==> config.mk <==
export PLATFORM = sky130hd
export DESIGN_NAME = lo_ssp_tx_flat
export DESIGN_NICKNAME = d
export VERILOG_FILES = /design/src/rtl/lo_ssp_tx_pkg.sv /design/src/rtl/lo_ssp_tx_if.sv /design/src/rtl/lo_sample_fifo.sv /design/src/rtl/lo_ssp_tx.sv /design/src/flat_wrapper.sv
export SDC_FILE = /design/constraint.sdc
export NUM_CORES = 1
export LEC_CHECK = 0
export CAP_MARGIN = 10
export CORE_MARGIN = 2
export CORE_UTILIZATION = 45
export CTS_CLUSTER_DIAMETER = 30
export DETAILED_ROUTE_END_ITERATION = 8
export GPL_TIMING_DRIVEN = 0
export PLACE_DENSITY = 0.61
export SLEW_MARGIN = 20
export SYNTH_ARGS = -nofsm -noshare
export SYNTH_HDL_FRONTEND = slang
export SYNTH_SLANG_ARGS = --single-unit
==> constraint.sdc <==
create_clock -name pck0 -period 4.2 [get_ports pck0]
set_input_delay 0.84 -clock pck0 [delete_from_list [all_inputs] [get_ports pck0]]
set_output_delay 0.84 -clock pck0 [all_outputs]
set_load 0.05 [all_outputs]
==> src/rtl/lo_ssp_tx_pkg.sv <==
// Shared constants and serializer state encoding for the LF sample path.
package lo_ssp_tx_pkg;
    localparam int SSP_BITS = 8;
    localparam int BITCNT_W = $clog2(SSP_BITS);
    localparam int LEVEL_W  = 5;

    typedef logic [SSP_BITS-1:0] sample_t;

    typedef enum logic {
        ST_IDLE  = 1'b0,
        ST_SHIFT = 1'b1
    } ssp_state_t;
endpackage

==> src/rtl/lo_ssp_tx_if.sv <==
// Sample input / SSP output bundle between the A/D front end, lo_ssp_tx and the ARM link.
interface lo_ssp_tx_if;
    import lo_ssp_tx_pkg::*;

    sample_t              adc_d;
    logic                 sample_stb;
    logic                 ovf_clr;
    logic                 ssp_clk;
    logic                 ssp_frame;
    logic                 ssp_din;
    logic                 overflow;
    logic [LEVEL_W-1:0]   fifo_level;

    modport master (
        output adc_d, sample_stb, ovf_clr,
        input  ssp_clk, ssp_frame, ssp_din, overflow, fifo_level
    );

    modport slave (
        input  adc_d, sample_stb, ovf_clr,
        output ssp_clk, ssp_frame, ssp_din, overflow, fifo_level
    );
endinterface

==> src/rtl/lo_sample_fifo.sv <==
// Power-of-two sample FIFO; a pop on the same edge as a push frees the slot the push needs.
module lo_sample_fifo
    import lo_ssp_tx_pkg::*;
#(
    parameter int DEPTH = 4
) (
    input  logic               clk,
    input  logic               rst_n,
    input  logic               push,
    input  logic               pop,
    input  sample_t            din,
    output sample_t            dout,
    output logic               full,
    output logic               empty,
    output logic [LEVEL_W-1:0] level
);
    localparam int AW = $clog2(DEPTH);

    sample_t       mem [DEPTH];
    logic [AW-1:0] wr_ptr;
    logic [AW-1:0] rd_ptr;
    logic          do_push;
    logic          do_pop;

    assign empty   = (level == '0);
    assign full    = (level == LEVEL_W'(DEPTH));
    assign do_pop  = pop & ~empty;
    assign do_push = push & (~full | do_pop);
    assign dout    = mem[rd_ptr];

    always_ff @(posedge clk) begin
        if (do_push)
            mem[wr_ptr] <= din;
    end

    // Pointers are exactly log2(DEPTH) wide, so the increment wraps by itself.
    always_ff @(posedge clk or negedge rst_n) begin
        if (!rst_n) begin
            wr_ptr <= '0;
            rd_ptr <= '0;
            level  <= '0;
        end else begin
            if (do_push)
                wr_ptr <= wr_ptr + 1'b1;
            if (do_pop)
                rd_ptr <= rd_ptr + 1'b1;
            case ({do_push, do_pop})
                2'b10:   level <= level + 1'b1;
                2'b01:   level <= level - 1'b1;
                default: ;
            endcase
        end
    end
endmodule

==> src/rtl/lo_ssp_tx.sv <==
// Buffers A/D samples and streams them MSB first to the ARM over SSP, one framed byte
// every 9 ssp_clk periods at most.
module lo_ssp_tx
    import lo_ssp_tx_pkg::*;
#(
    parameter int CLK_DIV = 4,
    parameter int DEPTH   = 4
) (
    input  logic         pck0,
    input  logic         rst_n,
    lo_ssp_tx_if.slave   bus
);
    logic [7:0]          div_cnt;
    logic                div_term;
    logic                rise_tick;
    logic                ssp_clk_q;

    ssp_state_t          state;
    sample_t             shreg;
    logic [BITCNT_W-1:0] bitcnt;
    logic                frame_q;
    logic                din_q;
    logic                overflow_q;

    logic                fifo_pop;
    logic                fifo_push;
    logic                fifo_full;
    logic                fifo_empty;
    logic                drop;
    sample_t             fifo_head;
    logic [LEVEL_W-1:0]  fifo_level;

    assign div_term  = (div_cnt == 8'(CLK_DIV - 1));
    assign rise_tick = div_term & ~ssp_clk_q;

    always_ff @(posedge pck0 or negedge rst_n) begin
        if (!rst_n) begin
            div_cnt   <= '0;
            ssp_clk_q <= 1'b0;
        end else if (div_term) begin
            div_cnt   <= '0;
            ssp_clk_q <= ~ssp_clk_q;
        end else begin
            div_cnt   <= div_cnt + 8'd1;
        end
    end

    // The serializer takes the head byte only from IDLE on a rising tick; a strobe in
    // that same cycle may then use the slot it frees even when the FIFO is full.
    assign fifo_pop  = rise_tick & (state == ST_IDLE) & ~fifo_empty;
    assign fifo_push = bus.sample_stb & (~fifo_full | fifo_pop);
    assign drop      = bus.sample_stb & fifo_full & ~fifo_pop;

    lo_sample_fifo #(
        .DEPTH (DEPTH)
    ) u_fifo (
        .clk   (pck0),
        .rst_n (rst_n),
        .push  (fifo_push),
        .pop   (fifo_pop),
        .din   (bus.adc_d),
        .dout  (fifo_head),
        .full  (fifo_full),
        .empty (fifo_empty),
        .level (fifo_level)
    );

    // shreg holds the bits still to be sent, left-justified; bit 7 of the byte goes
    // straight to ssp_din at load time.
    always_ff @(posedge pck0 or negedge rst_n) begin
        if (!rst_n) begin
            state   <= ST_IDLE;
            shreg   <= '0;
            bitcnt  <= '0;
            frame_q <= 1'b0;
            din_q   <= 1'b0;
        end else if (rise_tick) begin
            case (state)
                ST_IDLE: begin
                    if (!fifo_empty) begin
                        shreg   <= {fifo_head[SSP_BITS-2:0], 1'b0};
                        din_q   <= fifo_head[SSP_BITS-1];
                        frame_q <= 1'b1;
                        bitcnt  <= BITCNT_W'(SSP_BITS - 1);
                        state   <= ST_SHIFT;
                    end else begin
                        frame_q <= 1'b0;
                        din_q   <= 1'b0;
                    end
                end
                ST_SHIFT: begin
                    if (bitcnt != '0) begin
                        din_q  <= shreg[SSP_BITS-1];
                        shreg  <= {shreg[SSP_BITS-2:0], 1'b0};
                        bitcnt <= bitcnt - 1'b1;
                    end else begin
                        // One full ssp_clk period of frame low keeps adjacent bytes apart.
                        frame_q <= 1'b0;
                        din_q   <= 1'b0;
                        state   <= ST_IDLE;
                    end
                end
                default: state <= ST_IDLE;
            endcase
        end
    end

    // A drop in the same cycle as ovf_clr must leave the flag set.
    always_ff @(posedge pck0 or negedge rst_n) begin
        if (!rst_n)
            overflow_q <= 1'b0;
        else if (drop)
            overflow_q <= 1'b1;
        else if (bus.ovf_clr)
            overflow_q <= 1'b0;
    end

    assign bus.ssp_clk    = ssp_clk_q;
    assign bus.ssp_frame  = frame_q;
    assign bus.ssp_din    = din_q;
    assign bus.overflow   = overflow_q;
    assign bus.fifo_level = fifo_level;
endmodule

==> src/flat_wrapper.sv <==
// flat-port wrapper written by rule: the top's interface ports become plain ports
module lo_ssp_tx_flat import lo_ssp_tx_pkg::*;
#(
    parameter int CLK_DIV = 4,
    parameter int DEPTH   = 4
)
  (pck0, rst_n, bus_adc_d, bus_sample_stb, bus_ovf_clr, bus_ssp_clk, bus_ssp_frame, bus_ssp_din, bus_overflow, bus_fifo_level);
  lo_ssp_tx_if bus_i ();
  input  logic pck0;
  input  logic rst_n;
  input wire logic [$bits(bus_i.adc_d)-1:0] bus_adc_d;
  input wire logic [$bits(bus_i.sample_stb)-1:0] bus_sample_stb;
  input wire logic [$bits(bus_i.ovf_clr)-1:0] bus_ovf_clr;
  output wire logic [$bits(bus_i.ssp_clk)-1:0] bus_ssp_clk;
  output wire logic [$bits(bus_i.ssp_frame)-1:0] bus_ssp_frame;
  output wire logic [$bits(bus_i.ssp_din)-1:0] bus_ssp_din;
  output wire logic [$bits(bus_i.overflow)-1:0] bus_overflow;
  output wire logic [$bits(bus_i.fifo_level)-1:0] bus_fifo_level;
  assign bus_i.adc_d = bus_adc_d;
  assign bus_i.sample_stb = bus_sample_stb;
  assign bus_i.ovf_clr = bus_ovf_clr;
  assign bus_ssp_clk = bus_i.ssp_clk;
  assign bus_ssp_frame = bus_i.ssp_frame;
  assign bus_ssp_din = bus_i.ssp_din;
  assign bus_overflow = bus_i.overflow;
  assign bus_fifo_level = bus_i.fifo_level;
  lo_ssp_tx #(.CLK_DIV(CLK_DIV), .DEPTH(DEPTH)) u_core (.pck0(pck0), .rst_n(rst_n), .bus(bus_i));
endmodule
* Word-level counts from Yosys, hierarchy flattened
Memory sizes are Yosys's and may differ from the RTL's. Cells that the tools add are included.
Storage, ports and cells: register bits after elaboration 33, latch bits 0, memory bits (writable) 32, ROM bits 0, output and inout bits 9, memories 1
Memories:
- u_core.u_fifo.mem | words 4, bits a word 8, read ports 1, clocked after memory_dff 0, write ports 1, RTL line lo_sample_fifo.sv:19 | sample_t mem [DEPTH];
Operators by class: $add $sub $neg 6, $mul 0, divide/modulo/power cells 0, order comparisons 0, equal/unequal tests 7, shifts and indexed selects 0, muxes and demuxes 20, bitwise logic cells 15, reductions and logical operators 6
Operator list (count):
- $mux W8 | 3
- $pmux W8 S2 | 1
- $pmux W5 S2 | 1
- $mux W1 | 9
- $add A8 B1 Y8 const B | 1
- $and A1 B1 Y1 | 8
- $eq A8 B2 Y1 const B | 1
- $mux W3 | 2
- $ne A2 B2 Y1 const B | 3
- $pmux W1 S2 | 3
- $pmux W3 S2 | 1
- $add A5 B1 Y5 const B | 1
- $eq A5 B3 Y1 const B | 1
- $logic_not A5 Y1 | 1
- $not A1 Y1 | 5
- $sub A5 B1 Y5 const B | 1
- $add A2 B1 Y2 const B | 2
- $reduce_bool A2 Y1 | 2
- $reduce_and A3 Y1 | 1
- $reduce_bool A3 Y1 | 1
- $sub A3 B1 Y3 const B | 1
- $eq A2 B1 Y1 const B | 1
- $eq A2 B2 Y1 const B | 1
- $or A1 B1 Y1 | 2
- $reduce_and A2 Y1 | 1

* Logic depth before layout (Yosys ltp)
word-level depth 9, depth in mapped cells 14

* Hierarchy
A second synthesis with hierarchy kept.
Second synthesis, totals: cell total of the unflattened synthesis 209, area, all modules 2954.1 sq um
Modules (own cells, without submodules):
- lo_sample_fifo | instances 1, cells each 114, area an instance 1851.8 sq um, seq. area each 1186.1 sq um
- lo_ssp_tx | instances 1, cells each 95, area an instance 1102.3 sq um, seq. area each 575.6 sq um

* Worst setup path after synthesis
No wires, ideal clock.
kind register -> register, from register u_core.u_fifo.level[1], to register u_core.u_fifo.level[4], library setup time 144 ps, arrival 3398 ps, required time 4056 ps, slack 658 ps, stages on the path, launching flop included 15, path buffers 3, period minus slack after synthesis 3542 ps, cell sequence dfrtp_1 > buf_6 > nor4_4 > a21oi_2 > and2_4 > buf_6 > o21ai_0 > ha_1 > clkbuf_1 > xor2_1 > ha_1 > or3_1 > a2111oi_0 > nor4_1 > xnor2_1
Between the ends: cells in the longest elaborated chain, start to end 8, elaborated cells between the ends (all ways) 16, classes of those cells add/sub: 2; eq/ne: 3; mux: 1; bitwise: 8; reduce/logical: 2
RTL lines:
- start: declaration | RTL line lo_sample_fifo.sv:15 | output logic [LEVEL_W-1:0] level
- start signal: assignment | RTL line lo_sample_fifo.sv:48 | 2'b10: level <= level + 1'b1;
- start signal: assignment | RTL line lo_sample_fifo.sv:49 | 2'b01: level <= level - 1'b1;
- $logic_not A5 Y1 (*) | RTL line lo_sample_fifo.sv:25 | assign empty = (level == '0);
- $not A1 Y1 (*) | RTL line lo_sample_fifo.sv:27, lo_ssp_tx.sv:50
- $and A1 B1 Y1 | RTL line lo_ssp_tx.sv:50 | assign fifo_pop = rise_tick & (state == ST_IDLE) & ~fifo_empty;
- $and A1 B1 Y1 (*) | RTL line lo_sample_fifo.sv:27 | assign do_pop = pop & ~empty;
- named net u_core.u_fifo.do_pop | RTL line lo_sample_fifo.sv:23 | logic do_pop;
- $or A1 B1 Y1 | RTL line lo_sample_fifo.sv:28 | assign do_push = push & (~full | do_pop);
- $and A1 B1 Y1 | RTL line lo_sample_fifo.sv:28
- $eq A2 B1 Y1 / $eq A2 B2 Y1 (equally long branches) | RTL line lo_sample_fifo.sv:47 | case ({do_push, do_pop})
- $pmux W5 S2 / $reduce_bool A2 Y1 (equally long branches)
Mark *: on every way through the listed nets, which the timed path passes. The rest lies on a longest branch. A chain may end at the register's enable or synchronous reset.

* Worst setup path after layout
from register u_core.div_cnt[0], to register u_core.u_fifo.level[4]
Between the ends: cells in the longest elaborated chain, start to end 9, elaborated cells between the ends (all ways) 13, classes of those cells eq/ne: 3; mux: 1; bitwise: 8; reduce/logical: 1
RTL lines:
- start: declaration | RTL line lo_ssp_tx.sv:13 | logic [7:0] div_cnt;
- start signal: assignment | RTL line lo_ssp_tx.sv:44 | div_cnt <= div_cnt + 8'd1;
- $eq A8 B2 Y1 (*) | RTL line lo_ssp_tx.sv:33 | assign div_term = (div_cnt == 8'(CLK_DIV - 1));
- $and A1 B1 Y1 (*) | RTL line lo_ssp_tx.sv:34 | assign rise_tick = div_term & ~ssp_clk_q;
- $and A1 B1 Y1 (*) (2 in a row) | RTL line lo_ssp_tx.sv:50
- $and A1 B1 Y1 (*) | RTL line lo_sample_fifo.sv:27
- named net u_core.u_fifo.do_pop | RTL line lo_sample_fifo.sv:23
- $or A1 B1 Y1 | RTL line lo_sample_fifo.sv:28
- $and A1 B1 Y1 | RTL line lo_sample_fifo.sv:28
- $eq A2 B1 Y1 / $eq A2 B2 Y1 (equally long branches) | RTL line lo_sample_fifo.sv:47
- $pmux W5 S2 / $reduce_bool A2 Y1 (equally long branches)
Marked as above.

==> flow_summary.json <==
{
  "status": "completed",
  "seqPwrFrac_pct": 46.8,
  "grtUsageMet3_pct": 3.502,
  "fp.dieH_um": 84.97,
  "critPathTopFamily": "simple AND/OR/NAND/NOR gates",
  "ys_warn_count": 0,
  "ios": 21,
  "dp_cells": 302,
  "clk_root_buffer_cell": "clkbuf_8",
  "clk_pin_slew_worst_paths_ns": 0.08,
  "dp_hpwl_um": 3376,
  "synth_edf_count": 32,
  "synthFlopType": "edfxtp_1",
  "finalWorstSetupSlack_ns": 0.4732,
  "top_usage_layer": "met1",
  "start_util_pct": 46.46,
  "postCtsSetupRepairBufs": 0,
  "rsz0062_at_grt": "false",
  "slew_viol_final": 0,
  "hold_class": "input pin to async pin",
  "worstSetupStartpoint": "u_core.div_cnt[0]",
  "switching_power_uw": 553.5,
  "ir_worst_vdd_uv": 378.4,
  "tightestPinTransition_ns": 0.5449,
  "syn2layout_area_growth_pct": 17.13,
  "p_per_area_nw_per_um2": 503.8,
  "diodes": 0,
  "cts_max_level": 3,
  "worstPathRequired_ns": 4.42,
  "antenna_found_initial": 0,
  "clkLatencyLatePin_ns": 0.34,
  "grt_overflow": 0,
  "period_share_pct": 88.73,
  "dpl_worst_slack_ns": 0.5367,
  "combPwrFrac_pct": 22.3,
  "clkSinkCount": 64,
  "grtUsageTotal_pct": 15.33,
  "multi_input_area_um2": 1082,
  "critPathMaxStageDelay_ns": 0.43,
  "synth_nets": 228,
  "use_met2_pct": 21.73,
  "clkPwrFrac_pct": 30.9,
  "post-route-util_pct": 54.42,
  "drt_wl_total_um": 4977,
  "setup_viol": 0,
  "synthCells": 205,
  "grt_pass1_vias": 1623,
  "cp_common_cell": "ha_1",
  "synthTopCellsByArea": "edfxtp_1 33%, dfrtp_1 27%, mux4_2 6.1%",
  "globalRouteMet1Util_pct": 22.41,
  "cts_tree": "built",
  "crit_slowest_cell": "dfrtp_1",
  "switching_share_pct": 31.79,
  "layout_min_cycle_time_ns": 3.727,
  "num_rows": 29,
  "fill_cells": 540,
  "p_total_mw": 1.741,
  "grt_pass1_wl_um": 8314,
  "grt_max_degree": 31,
  "path_buf_inv": 2,
  "crit_fanout": 10,
  "vias": 1683,
  "wl_per_cell_um": 15.65,
  "synth_area_leader_cell": "edfxtp_1",
  "die_area_um2": 7220,
  "clock_path_buffers": 2,
  "hold_viol_final": 0,
  "arrival_ns": 3.94,
  "layout-drive-gt1-share_pct": 20.75,
  "r2r-start": "u_core.div_cnt[0]",
  "crit_chain": "ha_1 > nor3b_1 > and3_1 > and2_4 > buf_6 > o21ai_0 > ha_1 > clkbuf_1 > xor2_1 > ha_1 > or3_1 > a2111oi_0 > nor4_1 > xnor2_1",
  "drc": 0,
  "dr.first_iter.drc_count": 64,
  "power.internal_mw": 1.188,
  "avgSynthCellArea_um2": 14.39,
  "cts_resized": 0,
  "synth_area_um2": 2950,
  "relSlewSlack_pct": 63.67,
  "place_congestion": 0.7187,
  "seq_area_frac_synth_pct": 59.71,
  "start_kind": "register",
  "fin_nets": 259,
  "ys_types": 45,
  "maxCapViolCount": 0,
  "cts_buffers": 9,
  "synthArstFlopShare_pct": 50.00,
  "first_pass_iters": 4,
  "via_per_inst": 5.292,
  "fmax_ghz": 0.2683,
  "hold_buffers": 0,
  "leakagePower_nw": 1.349,
  "register_area_um2": 1762,
  "core_area_um2": 6350,
  "synth_top_cell_area_share_pct": 32.57,
  "finalSetupTns_ns": 0,
  "worst_setup_path_end_kind": "register",
  "ant_nets": 0,
  "ys_ff_latch": 64,
  "portBuffers": 19,
  "stdcell_count": 318,
  "critical_path_class": "register to register",
  "fin_skew_ns": 0.006985,
  "fp.dieW_um": 84.97
}
[Yosys cell counts, drive strengths merged, types with 2 or more instances]
| cell | count |
|---|---|
| dfrtp | 32 |
| edfxtp | 32 |
| mux2 | 14 |
| xnor2 | 12 |
| ha | 11 |
| inv | 10 |
| mux4 | 8 |
| nand3 | 8 |
| nor2 | 7 |
| buf | 6 |
| nand2 | 6 |
| a21oi | 5 |
| and3b | 5 |
| o21ai | 5 |
| clkbuf | 4 |
| nand2b | 4 |
| and3 | 3 |
| nor2b | 3 |
| nor4 | 3 |
| a21boi | 2 |
| a22o | 2 |
| and2 | 2 |
| nor3b | 2 |
| nor4b | 2 |
| or3 | 2 |
| xor2 | 2 |
[sequential cells by signal, indices dropped and copies added (netlist names)]
register / flops
u_core.u_fifo.level: 5
u_core.state: 1
u_core.bus.ssp_clk: 1
u_core.u_fifo.wr_ptr: 2
u_core.bus.ssp_din: 1
u_core.bus.ssp_frame: 1
u_core.bitcnt: 3
u_core.div_cnt: 8
u_core.shreg: 7
u_core.u_fifo.mem: 32
u_core.u_fifo.rd_ptr: 2
u_core.bus.overflow: 1
[per-stage QoR]
stage | hold slack [ns] | cell area [um2]
detailed placement | 0.4662 | 3252
floorplan | 0.4458 | 2950
global placement | 0.4628 | 3237
CTS | 0.2789 | 3456
finish | 0.2906 | 3456
global route | 0.2735 | 3456
[worst paths after layout]
check / depth (start not counted) / end / slack, ns
max: 14 / u_core.u_fifo.level[4] / 0.47
min: 1 / u_core.u_fifo.level[0] / 0.29
max reg2reg: 14 / u_core.u_fifo.level[4] / 0.47
min reg2reg: 1 / u_core.div_cnt[7] / 0.47
max in group asynchronous: 2 / u_core.u_fifo.rd_ptr[1] / 3.54
min in group pck0: 1 / u_core.div_cnt[7] / 0.47
[logic make-up after synthesis]
logic type | Yosys count | share of synthesized area, %
DFF | 64 | 59.71
and+or+nand+nor | 49 | 10.43
AOI/OAI and AO/OA | 25 | 5.981
muxes | 22 | 11.45
buffers and inverters | 20 | 3.604
xor gates and xnor gates | 14 | 4.156
adders and majority gates | 11 | 4.665
[cell usage in the layout, fill, tap and decap left out, drive strengths merged, types with 2 or more instances in the layout]
cell,instances
nor3b,2
clkbuf,13
a22o,2
nor4b,2
and2,2
nor4,3
ha,11
a21boi,2
mux2,14
a21oi,5
or3,2
nor2,7
clkinv,2
inv,12
and3b,5
clkinvlp,2
and3,3
mux4,8
xor2,2
dfrtp,32
nand2,6
buf,8
nor2b,3
nand3,8
o21ai,5
clkdlybuf4s50,18
edfxtp,32
xnor2,12
nand2b,4
[metal layers]
metal | routed length (um) | vias to the layer above | share of wire, %
met1 | 2470 | 817 | 50
met3 | 132 | 10 | 2.7
met4 | 88 | 0 | 1.8
met2 | 2286 | 27 | 46
li1 | - | 829 | -
met5 | 0 | - | 0
[power by group through the flow]
stage | registers, mW | clock network (mW) | logic (mW)
finish | 0.815 | 0.537 | 0.388
global route | 0.826 | 0.582 | 0.429
CTS | 0.816 | 0.558 | 0.393
detailed placement | 0.828 | 0 | 0.392
global placement | 0.826 | 0 | 0.385
floorplan | 0.899 | 0 | 0.187
[area by class of cell]
cell class	count	area share [%]
buffer	10	1.991
clock buffer	9	3.584
clock inverter	7	2.317
inverter	10	1.086
multi-input combinational	121	31.32
sequential	64	50.98
tap	77	2.788
timing repair buffer	20	5.938
(Power assumes the default switching activity.)
